### config.mk
export PLATFORM = sky130hd
export DESIGN_NAME = mux_arbiter
export DESIGN_NICKNAME = d
export VERILOG_FILES = /design/src/rtl/mux_arbiter.sv
export SDC_FILE = /design/constraint.sdc
export NUM_CORES = 1
export LEC_CHECK = 0
export ABC_AREA = 1
export CAP_MARGIN = 40
export CORE_MARGIN = 10
export CORE_UTILIZATION = 44
export CTS_CLUSTER_SIZE = 10
export DETAILED_ROUTE_END_ITERATION = 10
export HOLD_SLACK_MARGIN = 0.1
export PLACE_DENSITY = 0.86
export SETUP_SLACK_MARGIN = 0.15
export SLEW_MARGIN = 10
export SYNTH_ARGS = -nofsm -noshare
export SYNTH_HDL_FRONTEND = slang
export SYNTH_SLANG_ARGS = --single-unit
### constraint.sdc
create_clock -name clk -period 2 [get_ports clk]
set_input_delay 0.2 -clock clk [delete_from_list [all_inputs] [get_ports clk]]
set_output_delay 0.2 -clock clk [all_outputs]
set_load 0.02 [all_outputs]
### src/rtl/mux_arbiter.sv
// ---------------------------------------------------------------------------
// mux_arbiter
//
// Two-requester round-robin arbiter that owns the select of a shared 2:1
// data mux and sequences whole packets from the two producers onto a single
// downstream channel. A grant is held until the packet's last beat is
// accepted, until MAX_BEATS beats have gone through (forced release), or
// until the granted requester drops its request (abort). Every grant is
// followed by exactly one IDLE cycle in which the next owner is chosen.
//
// Parameters
//   W          data width of each requester and of the output
//   MAX_BEATS  maximum beats per grant before forced release (1..255)
//
// Ports
//   clk        rising-edge clock
//   rst_n      asynchronous active-low reset
//   req0/1     requester has a beat valid
//   data0/1    requester beat data
//   last0/1    requester beat ends its packet
//   ack0/1     requester beat accepted this cycle (combinational)
//   gnt0/1     requester holds the grant (registered)
//   sel        mux select, 0 = requester 0, 1 = requester 1 (registered)
//   out_valid  output beat valid (combinational from req and state)
//   out_data   output beat data = sel ? data1 : data0
//   out_last   output beat ends the grant
//   out_ready  consumer accepts the beat
// ---------------------------------------------------------------------------
module mux_arbiter #(
    parameter int W         = 8,
    parameter int MAX_BEATS = 4
) (
    input  logic         clk,
    input  logic         rst_n,

    input  logic         req0,
    input  logic [W-1:0] data0,
    input  logic         last0,
    output logic         ack0,

    input  logic         req1,
    input  logic [W-1:0] data1,
    input  logic         last1,
    output logic         ack1,

    output logic         gnt0,
    output logic         gnt1,
    output logic         sel,

    output logic         out_valid,
    output logic [W-1:0] out_data,
    output logic         out_last,
    input  logic         out_ready
);

    typedef enum logic [1:0] {
        IDLE = 2'd0,
        G0   = 2'd1,
        G1   = 2'd2
    } state_t;

    // Count value of the final beat a single grant may carry.
    localparam logic [7:0] LAST_CNT = 8'(MAX_BEATS - 1);

    state_t      state_q,      state_d;
    logic        sel_q,        sel_d;
    logic        last_grant_q, last_grant_d;
    logic [7:0]  beat_cnt_q,   beat_cnt_d;
    logic        gnt0_q,       gnt1_q;

    // Signals describing the current owner; only meaningful outside IDLE.
    logic        granted;
    logic        owner;
    logic        owner_req;
    logic        owner_last;
    logic        limit_hit;
    logic        xfer;

    // -----------------------------------------------------------------------
    // Output path: everything here depends on the registered state/sel and
    // the requester inputs. out_ready only reaches the acks, never out_valid.
    // -----------------------------------------------------------------------
    always_comb begin
        // NOTE: every output of a combinational block gets a default before
        // any branch, so no path can leave it unassigned and infer a latch.
        granted    = 1'b0;
        owner      = 1'b0;
        owner_req  = 1'b0;
        owner_last = 1'b0;
        limit_hit  = 1'b0;
        out_valid  = 1'b0;
        out_last   = 1'b0;
        ack0       = 1'b0;
        ack1       = 1'b0;

        if (state_q != IDLE) begin
            granted    = 1'b1;
            owner      = (state_q == G1);
            owner_req  = owner ? req1  : req0;
            owner_last = owner ? last1 : last0;
            limit_hit  = (beat_cnt_q == LAST_CNT);
            out_valid  = owner_req;
            // A beat that reaches the limit closes the grant even if the
            // requester's packet continues; its remaining beats re-arbitrate.
            out_last   = owner_last | limit_hit;
            ack0       = (state_q == G0) & req0 & out_ready;
            ack1       = (state_q == G1) & req1 & out_ready;
        end
    end

    assign xfer     = out_valid & out_ready;
    assign out_data = sel_q ? data1 : data0;

    // -----------------------------------------------------------------------
    // Next-state logic
    // -----------------------------------------------------------------------
    always_comb begin
        state_d      = state_q;
        sel_d        = sel_q;
        last_grant_d = last_grant_q;
        beat_cnt_d   = beat_cnt_q;

        unique case (state_q)
            IDLE: begin
                // With both requesting, the one that did not own the last
                // grant wins; a lone requester wins outright.
                if (req0 && (!req1 || last_grant_q)) begin
                    state_d    = G0;
                    sel_d      = 1'b0;
                    beat_cnt_d = 8'd0;
                end else if (req1) begin
                    state_d    = G1;
                    sel_d      = 1'b1;
                    beat_cnt_d = 8'd0;
                end
            end

            G0, G1: begin
                if (!owner_req) begin
                    // Requester withdrew mid-grant: release without a beat so
                    // the arbiter recovers from the protocol violation.
                    state_d      = IDLE;
                    last_grant_d = owner;
                    beat_cnt_d   = 8'd0;
                end else if (xfer) begin
                    if (out_last) begin
                        state_d      = IDLE;
                        last_grant_d = owner;
                        beat_cnt_d   = 8'd0;
                    end else begin
                        beat_cnt_d = beat_cnt_q + 8'd1;
                    end
                end
                // A stalled beat (out_ready low) leaves everything unchanged.
            end

            default: begin
                state_d    = IDLE;
                beat_cnt_d = 8'd0;
            end
        endcase
    end

    // -----------------------------------------------------------------------
    // State registers. The grant flags are registered copies of the decoded
    // next state so gnt0/gnt1 come straight from flops.
    // -----------------------------------------------------------------------
    always_ff @(posedge clk or negedge rst_n) begin
        // NOTE: sequential state uses non-blocking assignments so every flop
        // samples pre-edge values regardless of statement order.
        if (!rst_n) begin
            state_q      <= IDLE;
            sel_q        <= 1'b0;
            last_grant_q <= 1'b1;
            beat_cnt_q   <= 8'd0;
            gnt0_q       <= 1'b0;
            gnt1_q       <= 1'b0;
        end else begin
            state_q      <= state_d;
            sel_q        <= sel_d;
            last_grant_q <= last_grant_d;
            beat_cnt_q   <= beat_cnt_d;
            gnt0_q       <= (state_d == G0);
            gnt1_q       <= (state_d == G1);
        end
    end

    assign gnt0 = gnt0_q;
    assign gnt1 = gnt1_q;
    assign sel  = sel_q;

endmodule

==> flow_metrics.tcl <==
set metrics [dict create \
    status "finished, final reports clean" \
    dp_hpwl_um 2420 \
    gp_congestion 0.897 \
    reg2reg_depth 10 \
    synth_cell_types 22 \
    fp.dieH_um 69.3 \
    period_minus_slack_ns 1.72 \
    cts_buffers 3 \
    p_leak_nw 0.897 \
    diodes 0 \
    port_buffers 37 \
    grt_pass1_vias 1068 \
    reg2reg_slack_ns 0.39 \
    clock_latency_ns 0.28 \
    p_total_w 0.00170 \
    drtIter0Drc 71 \
    viasPerCell 4.90 \
    irDropWorstVdd_uv 668 \
    grt_overflow_total 0 \
    cp.arrival_ns 1.52 \
    layout-area-overhead-vs-synth_pct 43.3 \
    ys_warn_count 0 \
    core_sq_um 2250 \
    totalWireLength_um 2980 \
    syn-num-nets 198 \
    cp-end-kind "output pin" \
    crit_path_start "state_q[1]" \
    drive_gt1_share_pct 15.6 \
    clock_sinks 14 \
    min_path_type "in2async" \
    grt_pass1_wl_um 5000 \
    postCtsHoldBufs 0 \
    drc_errors 0 \
    finalSetupTns_ns 0 \
    path_class "reg2out" \
    nNetsFinal 241 \
    slew_headroom_pct 59.9 \
    cp-endpoint "out_valid" \
    min_period_over_period_pct 86.2 \
    maxCapViolCount 0 \
    routedWlPerCell_um 12.4 \
    p_per_area_nw_per_um2 1110 \
    htreeDepth 1 \
    grt_max_degree 15 \
    maxSlewViolCount 0 \
    syn_area_sq_um 1070 \
    cp-start-kind "flop" \
    via_count 1175 \
    synth_seq_cells 14 \
    cts_tree "yes" \
    worst_clock_skew_ns 0.0130 \
    synthCells 170 \
    num_io_pins 38 \
    worstMarginPinSlew_ns 0.600 \
    rsz0062_at_grt "false" \
    dieArea_sq_um 4800 \
    finalSetupViolCount 0 \
    dr.pass1.iters 4 \
    clkTransAtPathRegs_ns 0.09 \
    required_ns 1.80 \
    reg2reg_to "beat_cnt_q[7]" \
    yosysSeqAreaShare_pct 32.9 \
    antenna_found_initial 0 \
    initial_utilization_pct 47.3 \
    rows 17 \
    cp_max_fo 5 \
    grt_use_total_pct 11.8 \
    syn_area_per_cell_sq_um 6.28 \
    postRouteAntennaNets 0 \
    rr_startpoint "state_q[1]" \
    dieWidth_um 69.3 \
    clk_path_buf_depth 2 \
    fmax_mhz 580 \
    hold_viol_final 0 \
    root_buffer "clkbuf_4" \
]
-- metal layers --
metal	GRT usage, %	part of all wire [%]
met2	19.0	45
met5	0	0
met1	15.6	48
met3	3.57	6.2
met4	1.33	0.57
-- per-stage QoR --
step / instances / setup WS [ns] / util, % / cell area (sq um) / hold slack, ns
detailed placement: 235 / 0.0522 / 65.4 / 1480 / 0.474
global placement: 235 / 0.120 / 65.4 / 1480 / 0.473
global route: 240 / 0.167 / 67.8 / 1530 / 0.338
finish: 240 / 0.276 / 67.8 / 1530 / 0.283
floorplan: 170 / 0.488 / - / 1070 / -0.0956
CTS: 240 / 0.143 / 67.5 / 1520 / 0.315
-- where the power goes --
part | internal (W) | leakage, nW | switching [W]
combinational | 0.000416 | 0.691 | 0.000676
sequential | 0.000349 | 0.184 | 0.0000561
clock | 0.000111 | 0.0210 | 0.0000943
total | 0.000875 | 0.897 | 0.000826
-- cell usage after synthesis --
cell type	instances	area share [%]
a21oi_1	1	0.47
buf_2	1	0.47
clkinv_1	1	0.35
dfrtp_1	13	30
dfstp_2	1	2.5
ha_1	5	5.9
inv_1	19	6.7
inv_2	9	3.2
inv_4	1	0.59
nand2_1	80	28
nand2_2	2	1.2
nand2_4	1	1.1
nand3_1	7	3.3
nand3_4	2	3.3
nand4_1	1	0.59
nor2_1	12	4.2
nor2_4	1	1.1
nor3_1	5	2.3
o211ai_1	1	0.70
o21ai_0	1	0.47
o21ai_1	5	2.3
xor2_1	1	0.82
-- what timing repair did --
item,CTS,global route
resized for setup,17,11
setup buffers,1,0
setup endpoints to repair,12,11
pin swaps,0,0
gates cloned,0,0
-- worst min-delay path by stage --
stage	from	end	slack [ns]	cells past startpoint
floorplan	rst_n	beat_cnt_q[0]	-0.1	0
global placement	last_grant_q	last_grant_q	0.47	2
detailed placement	last_grant_q	last_grant_q	0.47	2
CTS	rst_n	beat_cnt_q[4]	0.32	1
global route	rst_n	beat_cnt_q[4]	0.34	1
finish	rst_n	beat_cnt_q[4]	0.28	1
-- cell usage in the layout, fill, tap and decap left out, drive strengths merged, types with 3 or more instances in the layout --
| master | count |
|---|---|
| ha | 5 |
| o21ai | 6 |
| inv | 29 |
| nand3 | 9 |
| buf | 3 |
| clkdlybuf4s50 | 25 |
| nor3 | 5 |
| nor2 | 13 |
| dlymetal6s2s | 7 |
| clkbuf | 7 |
| dfrtp | 13 |
| nand2 | 83 |
-- sequential cells by signal, indices dropped and copies added, names as in the netlist --
signal / cells
beat_cnt_q: 8
gnt0: 1
gnt1: 1
last_grant_q: 1
sel: 1
state_q: 2
-- cells by family after synthesis --
| group | after synthesis | synth area share [%] |
|---|---|---|
| buffers and inverters | 31 | 11.3 |
| flip-flops | 14 | 32.9 |
| AO/OA/AOI/OAI | 8 | 3.98 |
| XOR/XNOR | 1 | 0.821 |
| AND/OR/NAND/NOR | 111 | 45.1 |
| adder cells (fa/ha/maj) | 5 | 5.86 |
-- cell type report --
type                       instances  area, sq um
tap                               28         35.0
timing repair buffer              39          382
sequential                        14          353
clock buffer                       4         36.3
multi-input combinational        125          607
fill                             189          726
inverter                          30          116
-- worst max-delay path: stages (launching register included) --
cell and delay, ns:
dfrtp_1 0.41, inv_1 0.09, ha_1 0.24, inv_2 0.12, nand3_4 0.12, inv_4 0.10
clkbuf_2 0.17
Note: power is estimated with default switching activity, not from simulation.
